<file path="src/rtl/track_pkg.sv">
// Shared types and screen constants for the tracking-point selector.
package track_pkg;

    typedef enum logic [1:0] {
        COLLECT,
        READY,
        TRACKING
    } sel_state_t;

    typedef struct packed {
        logic [9:0] x;
        logic [9:0] y;
    } point_t;

    localparam logic [9:0] SCREEN_X_MAX = 10'd639;
    localparam logic [9:0] SCREEN_Y_MAX = 10'd479;

    function automatic logic [9:0] clamp10(input logic [9:0] v, input logic [9:0] lim);
        return (v > lim) ? lim : v;
    endfunction

endpackage

</file>
<file path="src/rtl/marker_hit.sv">
// Combinational test: does the current pixel fall inside one point's square marker.
module marker_hit #(
    parameter logic [9:0] MARKER_HALF = 10'd3
) (
    input  logic [9:0] draw_x_i,
    input  logic [9:0] draw_y_i,
    input  logic [9:0] px_i,
    input  logic [9:0] py_i,
    input  logic       valid_i,
    output logic       hit_o
);

    logic signed [10:0] dx;
    logic signed [10:0] dy;
    logic [10:0]        ax;
    logic [10:0]        ay;

    // 11-bit signed differences keep markers from wrapping across the screen edge.
    assign dx = $signed({1'b0, draw_x_i}) - $signed({1'b0, px_i});
    assign dy = $signed({1'b0, draw_y_i}) - $signed({1'b0, py_i});
    assign ax = dx[10] ? 11'(-dx) : 11'(dx);
    assign ay = dy[10] ? 11'(-dy) : 11'(dy);

    assign hit_o = valid_i && (ax <= {1'b0, MARKER_HALF}) && (ay <= {1'b0, MARKER_HALF});

endmodule

</file>
<file path="src/rtl/track_point_sel.sv">
// Collects mouse-clicked tracking points once per frame, hands the full set to the
// tracker over req/ack, and draws a square marker at every valid point.
module track_point_sel
    import track_pkg::*;
#(
    parameter int         NUM_POINTS  = 4,
    parameter logic [9:0] X_MAX       = SCREEN_X_MAX,
    parameter logic [9:0] Y_MAX       = SCREEN_Y_MAX,
    parameter logic [9:0] MARKER_HALF = 10'd3
) (
    input  logic       Clk,
    input  logic       Reset,
    input  logic       frame_clk,
    input  logic [9:0] mousex,
    input  logic [9:0] mousey,
    input  logic [1:0] mouse_btn,
    input  logic [9:0] DrawX,
    input  logic [9:0] DrawY,
    input  logic [2:0] rd_idx,
    input  logic       track_ack,
    output logic [9:0] rd_x,
    output logic [9:0] rd_y,
    output logic [3:0] point_count,
    output logic       track_req,
    output logic       tracking,
    output logic       is_marker
);

    localparam logic [3:0] FULL = 4'(NUM_POINTS);

    sel_state_t state_q, state_d;
    logic [3:0] count_q, count_d;
    logic [1:0] prev_btn_q;
    logic       frame_clk_delayed_q;
    logic       frame_tick_q;
    point_t     table_q [NUM_POINTS];

    logic       left_edge;
    logic       right_edge;
    logic       wr_en;
    point_t     wr_pt;
    point_t     rd_pt;
    logic [NUM_POINTS-1:0] hits;

    // During reset the delay register follows frame_clk, so a frame clock already
    // high at release is not mistaken for a new rising edge.
    always_ff @(posedge Clk) begin
        if (Reset) begin
            frame_clk_delayed_q <= frame_clk;
            frame_tick_q        <= 1'b0;
            prev_btn_q          <= 2'b00;
        end else begin
            frame_clk_delayed_q <= frame_clk;
            frame_tick_q        <= frame_clk & ~frame_clk_delayed_q;
            if (frame_tick_q)
                prev_btn_q <= mouse_btn;
        end
    end

    assign left_edge  = frame_tick_q & mouse_btn[0] & ~prev_btn_q[0];
    assign right_edge = frame_tick_q & mouse_btn[1] & ~prev_btn_q[1];
    assign wr_pt      = '{x: clamp10(mousex, X_MAX), y: clamp10(mousey, Y_MAX)};

    // NOTE: every always_comb output gets a default first, so no path infers a latch.
    always_comb begin
        state_d = state_q;
        count_d = count_q;
        wr_en   = 1'b0;
        unique case (state_q)
            COLLECT: begin
                if (right_edge) begin
                    count_d = 4'd0;
                end else if (left_edge && count_q < FULL) begin
                    wr_en   = 1'b1;
                    count_d = count_q + 4'd1;
                    if (count_q + 4'd1 == FULL)
                        state_d = READY;
                end
            end
            READY: begin
                if (right_edge) begin
                    state_d = COLLECT;
                    count_d = 4'd0;
                end else if (track_ack) begin
                    state_d = TRACKING;
                end
            end
            TRACKING: begin
                if (right_edge) begin
                    state_d = COLLECT;
                    count_d = 4'd0;
                end
            end
            default: state_d = COLLECT;
        endcase
    end

    // NOTE: sequential state uses non-blocking assignments only; the comb block above uses blocking.
    always_ff @(posedge Clk) begin
        if (Reset) begin
            state_q <= COLLECT;
            count_q <= 4'd0;
        end else begin
            state_q <= state_d;
            count_q <= count_d;
        end
    end

    // NOTE: the point table is small and must read back as zero after reset, so it is
    // built from reset flops rather than a RAM.
    always_ff @(posedge Clk) begin
        for (int i = 0; i < NUM_POINTS; i++) begin
            if (Reset)
                table_q[i] <= '0;
            else if (wr_en && count_q == 4'(i))
                table_q[i] <= wr_pt;
        end
    end

    // Out-of-range indices fall through to zero; invalid slots show stale data.
    always_comb begin
        rd_pt = '0;
        for (int i = 0; i < NUM_POINTS; i++) begin
            if (rd_idx == 3'(i))
                rd_pt = table_q[i];
        end
    end

    assign rd_x        = rd_pt.x;
    assign rd_y        = rd_pt.y;
    assign point_count = count_q;
    assign track_req   = (state_q == READY);
    assign tracking    = (state_q == TRACKING);

    for (genvar g = 0; g < NUM_POINTS; g++) begin : g_marker
        marker_hit #(
            .MARKER_HALF(MARKER_HALF)
        ) u_hit (
            .draw_x_i (DrawX),
            .draw_y_i (DrawY),
            .px_i     (table_q[g].x),
            .py_i     (table_q[g].y),
            .valid_i  (4'(g) < count_q),
            .hit_o    (hits[g])
        );
    end

    assign is_marker = |hits;

endmodule

</file>
<file path="config.mk">
export PLATFORM = sky130hd
export DESIGN_NAME = track_point_sel
export DESIGN_NICKNAME = d
export VERILOG_FILES = /design/src/rtl/track_pkg.sv /design/src/rtl/marker_hit.sv /design/src/rtl/track_point_sel.sv
export SDC_FILE = /design/constraint.sdc
export NUM_CORES = 1
export LEC_CHECK = 0
export BUFFER_PORTS_ARGS = -buffer_cell sky130_fd_sc_hd__buf_2
export CAP_MARGIN = 20
export CELL_PAD_IN_SITES_DETAIL_PLACEMENT = 1
export CELL_PAD_IN_SITES_GLOBAL_PLACEMENT = 2
export CORE_MARGIN = 4
export CORE_UTILIZATION = 38
export CTS_BUF_LIST = sky130_fd_sc_hd__clkbuf_16
export CTS_CLUSTER_DIAMETER = 120
export DETAILED_ROUTE_END_ITERATION = 12
export PLACE_DENSITY_LB_ADDON = 0.15
export SLEW_MARGIN = 30
export SYNTH_ARGS = -nofsm -noshare
export SYNTH_HDL_FRONTEND = slang
export SYNTH_SLANG_ARGS = --single-unit
</file>
<file path="constraint.sdc">
create_clock -name Clk -period 3.6 [get_ports Clk]
set_input_delay 0.36 -clock Clk [delete_from_list [all_inputs] [get_ports Clk]]
set_output_delay 0.36 -clock Clk [all_outputs]
set_load 0.005 [all_outputs]
</file>
## Word level (Yosys, flattened, before mapping)

Memories as Yosys holds them, arrays and structs flattened.
Cells that the tools add are included.

- Add/subtract/negate cells: 17
- Multipliers: 0
- Divide/modulo/power cells: 0
- Order comparisons: 15
- Equality and inequality tests: 16
- Shift-type cells: 0
- Muxes and demuxes: 46
- Bitwise gates (word level): 12
- Reduce and logical (&&, ||, !) cells: 21

Operators with widths:

| cell | number |
|---|---|
| 20-bit 2-to-1 mux | 8 |
| 11-bit by 2-bit <= comparator with 1-bit output, second input constant | 8 |
| 11-bit 2-to-1 mux | 8 |
| 11-bit negator | 8 |
| 10-bit by 10-bit subtractor with 11-bit output | 8 |
| 10-bit 2-to-1 mux | 2 |
| 1-bit 2-to-1 mux | 17 |
| 1-bit logical AND | 13 |
| 2-bit 2-to-1 mux | 6 |
| 4-bit 2-to-1 mux | 3 |
| 10-bit > comparator, second input constant | 1 |
| 10-bit by 9-bit > comparator with 1-bit output, second input constant | 1 |
| 4-bit by 2-bit equality test with 1-bit output, second input constant | 2 |
| 1-bit by 4-bit less-than comparator with 1-bit output, first input constant | 2 |
| 2-bit by 4-bit less-than comparator with 1-bit output, first input constant | 2 |
| 4-bit case mux with 2 select lines | 1 |
| 3-bit by 2-bit equality test with 1-bit output, second input constant | 2 |
| 2-bit != test, second input constant | 3 |
| 2-bit case mux with 3 select lines | 1 |
| 1-bit bitwise AND | 5 |
| 5-bit AND reduction | 1 |
| 4-bit by 1-bit adder with 4-bit output, second input constant | 1 |
| 4-bit by 1-bit equality test with 1-bit output, second input constant | 1 |
| 4-bit by 3-bit equality test with 1-bit output, second input constant | 1 |
| 16 further kinds | 22 |

- Flip-flop bits (word level): 10
- Latch bits: 0
- RAM bits: 80
- ROM bits: 0
- Bits of input ports: 49
- Output and inout bits: 27
- Memories: 1

Memories:

| memory | words | bits a word | rd ports | clocked after Yosys merged registers in | wr ports | line | RTL |
|---|---|---|---|---|---|---|---|
| table_q | 4 | 20 | 4 | 0 | 4 | track_point_sel.sv:36 | `point_t table_q [NUM_POINTS];` |

## Logic depth before layout (Yosys ltp)

Gate-level depths: netlist of the first run.

- Depth after elaboration: 11
- Gate-level depth with buffers: 15
- Mapped depth without buffers: 15

## Modules after synthesis

Synthesis of the first run repeated with hierarchy kept, for this count alone.

- Cells, all modules: 1198
- Area, all modules: 10347.4 µm²

Modules (own cells, without submodules):

| module | times used | cells each | area each (µm²) | sequential area each (µm²) |
|---|---|---|---|---|
| marker_hit (g_marker[0].u_hit ...) | 3 | 218 | 1545.2 | 0.0 |
| track_point_sel | 1 | 310 | 4091.4 | 2602.5 |
| marker_hit (g_marker[2].u_hit) | 1 | 234 | 1620.3 | 0.0 |

## Worst setup path before layout of the first run

Ideal clock, no wire load.

- Path kind: in2out
- Start: input port DrawX[0]
- End: output port is_marker
- Data arrival time: 3029 ps
- Data required time: 3240 ps
- Path slack: 211 ps
- Stages on the path: 13
- Buffers on the path: 0
- Cell sequence: inv_1 ha_1 inv_1 fa_1 a21o_4 a21oi_4 xor2_1 o41ai_1 a31oi_1 or4_1 nor4_1 a32oi_1 o311ai_1

- Longest elaborated chain between the ends: 7
- Elaborated cells between the ends (all ways): 25
- Those cells by class: add/sub: 8; order compare: 4; mux: 4; reduce/logical: 9

Ends and longest elaborated chain:

| item | line | RTL |
|---|---|---|
| from (decl) | track_point_sel.sv:17 | `input logic [9:0] DrawX,` |
| 10-bit by 10-bit subtractor with 11-bit output | marker_hit.sv:19 | `assign dx = $signed({1'b0, draw_x_i}) - $signed({1'b0, px_i});` |
| 11-bit negator | marker_hit.sv:21 | `assign ax = dx[10] ? 11'(-dx) : 11'(dx);` |
| 11-bit 2-to-1 mux | marker_hit.sv:21 |  |
| 11-bit by 2-bit <= comparator with 1-bit output | marker_hit.sv:24 | `assign hit_o = valid_i && (ax <= {1'b0, MARKER_HALF}) && (ay <= {1'b0, MARKER_HALF});` |
| 1-bit logical AND (2 in series) | marker_hit.sv:24 |  |
| 4-bit OR reduction * | track_point_sel.sv:148 | `assign is_marker = \|hits;` |
| to (decl) | track_point_sel.sv:26 | `output logic is_marker` |

Every way passes the cells marked *; elsewhere a longest branch is shown, timed or not.

==> qor_table.md, run 1 <==
| Quantity | Reported |
|:---|:---|
| Total I/O pin count | 76 |
| Gr ovfl total | 0 |
| Total CTS buffers | 9 |
| Max-capacitance violation count | 0 |
| Worst slack at placement | -528.8 ps |
| M1 GR Usage | 0.3305 |
| Number of buffers added on ports | 75 |
| Setup Skew | 12.01 ps |
| Clock sink count | 90 |
| CTS H-Tree Depth | 3 |
| Met2 usage | 0.3967 |
| Overall fraction of global-route tracks in use | 0.2380 |
| Top_reg_cell synth | sky130_fd_sc_hd__edfxtp_1 |
| Vias in the first global route | 9698 |
| Timing-limited maximum frequency | 247.5 MHz |
| Total count of hold-check failures in the final report | 0 |
| TritonCTS clock tree | done |
| Crit Reg-Reg Startpoint | point_count[2]$_SDFFE_PP0P_ |
| Mean instance size in the synthesized netlist | 8.639 sq um |
| Floorplan row count | 57 |
| Normalized max-slew margin | 0.4808 |
| Final routed DRC violation total | 0 |
| Number of design-rule violations left by the first detailed-router iteration | 470 |
| Slew Limit Fails | 0 |
| Largest fanout of any net on the critical path | 3 |
| Sequential-to-total area share from yosys stat | 0.2739 |
| Area of the die | 0.02760 sq mm |
| Total number of vias | 9301 |
| Minimum period implied by the final worst setup slack | 4041 ps |
| Sort of element at the start of the critical path | flip-flop |
| Count of filler cells inserted in the layout | 2972 |
| Result of the run | finished with violations |
| Count of state elements after synthesis | 90 |
| Initial antenna violation count | 0 |
| Wirelength, routed | 33.91 mm |
| Average routed wire per standard cell | 20.37 um |
| Period utilization | 1.122 |
| Wire length of the first global-routing pass | 52.66 mm |
| Net switching fraction of the power | 0.3562 |
| Maximum VDD drop | 0.2142 mV |
| Cell Pwr Density | 318.3 mW/mm^2 |
| Most frequent cells in the layout | sky130_fd_sc_hd__buf_4 (169), sky130_fd_sc_hd__nor2_1 (159), sky130_fd_sc_hd__inv_1 (98) |
| Met3 usage | 0.04213 |
| Final count of negative-setup-slack endpoints | 1 |
| Slew @ Worst Pin | 778.9 ps |
| Number of optimization iterations in the first detailed-route pass | 4 |
| Class of the tightest hold or removal check | in2reg |
| Post-CTS clock slew at the launch and capture registers of the worst setup and hold paths | 70 ps |
| Setup total negative slack | -440.5 ps |
| Core Area | 0.02446 sq mm |
| Sort of element at the end of the critical path | output port |
| Fraction of power consumed by sequential logic | 0.318 |
| DIE WIDTH | 166.1 um |
| Routed Antenna Nets | 0 |
| Routability congestion estimate from global placement | 0.8938 |
| Number of flops mapped to enable cells by yosys | 80 |
| Clk Tree Root Cell | sky130_fd_sc_hd__clkbuf_16 |
| Power share of the combinational group | 0.419 |
| Violated checks | negative setup slack |
| Post-layout nets | 1488 |
| Summed instance area of the synthesized netlist | 0.009503 sq mm |
| Fin util | 0.4880 |
| Worst skew pair latency | 350 ps |
| Net switching power | 1.353 mW |
| Die extent in y | 166.1 um |
| Effective utilization at floorplan | 0.3885 |
| Hold Crit Start | frame_clk |
| Signed area change from the synthesized netlist to the final layout | 25.61% |
| Count of different cell masters after synthesis | 86 |
| Required time worst endpoint | 3240 ps |
| Async SR Flop Fraction | 0 |
| Drt via density | 5.586 |
| Peak-usage layer in the global routing report | met2 |
| Pin count of the biggest net entering global routing | 21 |
| Max clock buf depth | 2 |
| Setup CP Type | reg2out |
| Half-perimeter wire length after detailed placement | 27.30 mm |
| Arrival time of data at the critical path endpoint | 3680 ps |
| Setup repair after global routing missed its margin | true |
| Number of instances in the synthesized netlist | 1100 |
| Internal power consumption | 2.446 mW |
| Leakage | 5.225 nW |
| Cts hold-fix bufs | 0 |
| Antenna fix cells | 0 |
| Start point of the critical path | table_q[3][0]$_SDFFCE_PN0P_ |
| Most common library cell in the layout ignoring fill and taps | sky130_fd_sc_hd__buf_4 |
| Final WS setup | -440.5 ps |
| Proportion of layout cells with a drive suffix above 1 | 0.2453 |
| Synthesis Warnings | 0 |
| Relative contribution of the clock network to total power | 0.262 |
[path summary, 6_finish.rpt]
| kind | end | slack (ps) | depth (start not counted) |
|---|---|---|---|
| setup / recovery | is_marker | -440 | 15 |
| setup reg to reg | table_q[1][19]$_SDFFCE_PN0P_ | 1190 | 4 |
| hold / removal | frame_clk_delayed_q$_DFF_P_ | 130 | 1 |
| hold reg to reg | frame_tick_q$_SDFF_PP0_ | 400 | 1 |
[metrics by stage]
step	power, mW	hold WS, ps	area [sq um]	instances
4_1_cts	3.771	124.2	11800	1662
3_5_place_dp	2.767	393.1	11440	1645
6_report	3.799	131.4	11940	1665
3_3_place_gp	2.735	380.9	11440	1645
5_1_grt	4.017	125.3	11940	1665
2_1_floorplan	2.150	372.1	9514	1103
[critical path: stages, from the launching register on]
cell and delay [ps]:
sky130_fd_sc_hd__edfxtp_1 420, sky130_fd_sc_hd__ha_2 210, sky130_fd_sc_hd__fa_1 520, sky130_fd_sc_hd__ha_2 200
sky130_fd_sc_hd__nor4bb_4 180, sky130_fd_sc_hd__and3_1 190, sky130_fd_sc_hd__nor3_1 60, sky130_fd_sc_hd__a211oi_1 180
sky130_fd_sc_hd__buf_4 160, sky130_fd_sc_hd__nand2b_1 50, sky130_fd_sc_hd__a31o_2 240, sky130_fd_sc_hd__a41oi_4 180
sky130_fd_sc_hd__a2111oi_4 90, sky130_fd_sc_hd__a32oi_2 310, sky130_fd_sc_hd__o311ai_1 150, sky130_fd_sc_hd__buf_2 170
[power by group through the flow]
stage | registers (mW) | clock network [mW] | logic (mW)
6_report | 1.21 | 0.997 | 1.59
5_1_grt | 1.21 | 1.05 | 1.76
4_1_cts | 1.21 | 1.00 | 1.56
3_5_place_dp | 1.23 | 0 | 1.54
3_3_place_gp | 1.23 | 0 | 1.51
2_1_floorplan | 1.21 | 0 | 0.940
[logic make-up after synthesis]
family          Yosys count  synth area share
buf+inv                 119           0.04806
other cells               1         0.0003946
xor+xnor                 62           0.05872
mux                      28           0.05583
compound gates          275            0.1991
simple gates            422            0.2221
flops                    90            0.2739
fa+ha+maj               103            0.1419
[state kept, by name (all words and copies together) (netlist names)]
signal               flops
frame_tick_q             1
state_q                  2
point_count              4
table_q                 80
prev_btn_q               2
frame_clk_delayed_q      1
[what timing repair did]
item,4_1_cts,5_1_grt
resized for setup,9,21
pin swaps,5,12
endpoints found under the hold margin,0,0
setup endpoints to repair,1,1
setup buffers,1,3
[cell usage after synthesis (all sizes together) (4+ instances only)]
master	instances	area, sq um
nor3	24	120.1
and3	12	75.07
o31a	6	52.55
xnor2	32	287.8
and2	9	58.81
a31oi	11	68.82
or2	13	81.33
xor2	30	270.3
a21oi	68	355.3
edfxtp	80	2402
a211oi	11	82.58
mux4	20	450.4
nor4	12	75.07
o22ai	7	50.05
o2111ai	9	78.83
o31ai	7	52.55
nor2b	39	244.0
nand3	24	120.1
inv	97	364.1
clkbuf	17	63.81
o311ai	5	43.80
ha	95	1189
dfxtp	10	200.2
nand2	55	206.5
nand4	7	43.79
nand3b	9	67.56
mux2i	8	80.08
o211ai	7	52.55
or3	12	75.07
o21a	21	157.7
nor2	159	596.8
nand2b	23	143.9
o21ai	54	274.0
or4	8	60.06
a21o	17	135.1
fa	8	160.2
o21bai	4	30.03
a32oi	4	35.03
a31o	4	35.03
buf	5	28.78
a21boi	4	30.03
[cell type report]
class,count,area [sq um],area share
clock buffers,9,225.2,0.01887
clock inverters,7,76.32,0.006394
inverters,97,364.1,0.03050
multi-input cells,894,6619,0.5545
flip-flops and latches,90,2603,0.2180
well taps,324,405.4,0.03396
repair buffers,244,1644,0.1377
[metal layers]
layer	up-vias	part of all wire
met5	-	0
li1	4478	-
met3	23	0.054
met2	215	0.47
met1	4585	0.47
met4	0	0.011
(Power assumes the default switching activity.)
==> inputs of run 2 (changes only) <==
--- a/config.mk
+++ b/config.mk
@@ -14,7 +14,7 @@
 export CTS_BUF_LIST = sky130_fd_sc_hd__clkbuf_16
 export CTS_CLUSTER_DIAMETER = 120
 export DETAILED_ROUTE_END_ITERATION = 12
-export PLACE_DENSITY_LB_ADDON = 0.15
+export PLACE_DENSITY_LB_ADDON = 0.3
 export SLEW_MARGIN = 30
 export SYNTH_ARGS = -nofsm -noshare
 export SYNTH_HDL_FRONTEND = slang
==> run 2 against run 1 <==
Compared with the run above: the run still ends with negative setup slack left; routed wire length rose by 0.95%; die area did not move; global-route usage rose by 0.41 points; clock power fell by 9.1%; final cell count rose by 2.5%.
==> qor_table.md, run 2 (synthesis gave the netlist of run 1 again) <==
| Quantity | Reported |
|:---|:---|
| Area of the die | 0.02760 sq mm |
| Minimum period implied by the final worst setup slack | 4049 ps |
| CTS H-Tree Depth | 3 |
| Floorplan row count | 57 |
| Wire length of the first global-routing pass | 53.93 mm |
| Sort of element at the end of the critical path | output port |
| Routability congestion estimate from global placement | 0.8973 |
| Number of design-rule violations left by the first detailed-router iteration | 441 |
| Final WS setup | -449.3 ps |
| Die extent in y | 166.1 um |
| Drt via density | 5.619 |
| Most common library cell in the layout ignoring fill and taps | sky130_fd_sc_hd__buf_4 |
| Area occupied by multi-input gates | 0.006650 sq mm |
| Gr ovfl total | 0 |
| Most frequent cells in the layout | sky130_fd_sc_hd__buf_4 (211), sky130_fd_sc_hd__nor2_1 (159), sky130_fd_sc_hd__inv_1 (97) |
| Vias in the first global route | 10030 |
| Slew Limit Fails | 0 |
| Setup CP Type | reg2out |
| Post-layout nets | 1530 |
| Total I/O pin count | 76 |
| TritonCTS clock tree | done |
| Clk Tree Root Cell | sky130_fd_sc_hd__clkbuf_16 |
| Normalized max-slew margin | 0.3677 |
| Final Power | 3.805 mW |
| Initial antenna violation count | 2 |
| Cts hold-fix bufs | 0 |
| Timing-limited maximum frequency | 247.0 MHz |
| Leakage | 5.434 nW |
| Crit Reg-Reg Startpoint | point_count[2]$_SDFFE_PP0P_ |
| Proportion of layout cells with a drive suffix above 1 | 0.2755 |
| Violated checks | negative setup slack |
| Overall fraction of global-route tracks in use | 0.2421 |
| Worst skew pair latency | 350 ps |
| Sequential cell area | 0.002603 sq mm |
| Count of filler cells inserted in the layout | 2958 |
| Wirelength, routed | 34.24 mm |
| Final routed DRC violation total | 0 |
| Max clock buf depth | 2 |
| Setup repair after global routing missed its margin | true |
| Result of the run | finished with violations |
| Clock sink count | 90 |
| Buffer count from post-CTS setup fixing | 0 |
| Register bank with the most flops | table_q |
| Total CTS buffers | 9 |
| Flip-flop count of the largest register after layout | 80 |
| Half-perimeter wire length after detailed placement | 27.60 mm |
| Max-capacitance violation count | 0 |
| Antenna fix cells | 0 |
| Hold slack final | 123.1 ps |
| Maximum VDD drop | 0.2023 mV |
| Core Area | 0.02446 sq mm |
| Final count of negative-setup-slack endpoints | 1 |
| Effective utilization at floorplan | 0.3885 |
| Number of buffers added on ports | 75 |
| Post-CTS clock slew at the launch and capture registers of the worst setup and hold paths | 70 ps |
| Period utilization | 1.125 |
| Signed area change from the synthesized netlist to the final layout | 28.94% |
| Cell Pwr Density | 310.5 mW/mm^2 |
| Setup Skew | 7.842 ps |
| Start point of the critical path | table_q[3][0]$_SDFFCE_PN0P_ |
| Number of optimization iterations in the first detailed-route pass | 5 |
| Required time worst endpoint | 3240 ps |
| Average routed wire per standard cell | 20.06 um |
| Largest fanout of any net on the critical path | 3 |
| Slew @ Worst Pin | 946.2 ps |
| Hold Crit Start | frame_clk |
| Class of the tightest hold or removal check | in2reg |
| Sort of element at the start of the critical path | flip-flop |
| Arrival time of data at the critical path endpoint | 3690 ps |
| DIE WIDTH | 166.1 um |
| Pin count of the biggest net entering global routing | 21 |
| Routed Antenna Nets | 0 |
| Total number of vias | 9591 |
| Total count of hold-check failures in the final report | 0 |
[run 2: cell count changes in the layout (fill, tap and decap cells not counted), sizes merged]
cell / before / now
buf: 244 / 286
clkinvlp: 1 / 2
inv: 100 / 97
bufinv: 1 / 0
clkinv: 2 / 5
[run 2: cell type report]
class | count | share of cell area
clock inverter | 7 | 0.003778
sequential | 90 | 0.2124
tap | 324 | 0.03308
multi-input combinational | 894 | 0.5427
timing repair buffer | 286 | 0.1599
inverter | 97 | 0.02972
clock buffer | 9 | 0.01838
[run 2: power by group]
group / internal (mW) / switching (mW) / total (mW) / leakage [nW]
combinational: 0.790 / 0.902 / 1.69 / 4.40
sequential: 1.17 / 0.0339 / 1.21 / 0.905
clock: 0.467 / 0.439 / 0.906 / 0.129
total: 2.43 / 1.37 / 3.80 / 5.43
[run 2: what timing repair did]
item,4_1_cts,5_1_grt
resized for setup,13,24
pin swaps,2,7
hold endpoints to repair,0,0
setup endpoints to repair,1,1
[run 2: through the flow]
stage | setup WS [ps] | setup TNS, ps | util | instance area, sq um | cells
2_1_floorplan | 211.3 | 0 | - | 9514 | 1103
3_3_place_gp | -372.5 | -372.5 | 0.4818 | 11790 | 1691
3_5_place_dp | -447.9 | -447.9 | 0.4818 | 11790 | 1691
4_1_cts | -488.2 | -488.2 | 0.4956 | 12120 | 1707
5_1_grt | -618.5 | -618.5 | 0.5009 | 12250 | 1707
6_report | -449.3 | -449.3 | 0.5009 | 12250 | 1707
[run 2: worst paths after layout]
check	slack [ps]	to	depth (start not counted)
worst max-delay path	-450	is_marker	15
worst min-delay path	120	frame_clk_delayed_q$_DFF_P_	1
worst max register to register	830	table_q[2][14]$_SDFFCE_PN0P_	6
worst min register to register	400	frame_tick_q$_SDFF_PP0_	1
[run 2: per-layer routing]
layer | up-vias | wire, um | share of wire | global-route usage
met1 | 4765 | 15600 | 0.46 | 0.3321
met2 | 207 | 16250 | 0.47 | 0.4093
met4 | 4 | 576 | 0.017 | 0.04484
li1 | 4569 | - | - | -
met5 | - | 23 | 0.00067 | 0
met3 | 46 | 1785 | 0.052 | 0.03880
[run 2: critical path, stage by stage (launching register included)]
cell,delay (ps)
sky130_fd_sc_hd__edfxtp_1,430
sky130_fd_sc_hd__ha_2,210
sky130_fd_sc_hd__fa_1,370
sky130_fd_sc_hd__nand2b_1,230
sky130_fd_sc_hd__a21oi_2,200
sky130_fd_sc_hd__buf_4,140
sky130_fd_sc_hd__xnor2_1,130
sky130_fd_sc_hd__nand2_1,120
sky130_fd_sc_hd__o41a_1,310
sky130_fd_sc_hd__a31o_2,220
sky130_fd_sc_hd__a41oi_2,170
sky130_fd_sc_hd__a2111oi_2,80
sky130_fd_sc_hd__buf_4,160
sky130_fd_sc_hd__a32oi_2,250
sky130_fd_sc_hd__o311ai_2,160
sky130_fd_sc_hd__buf_2,170
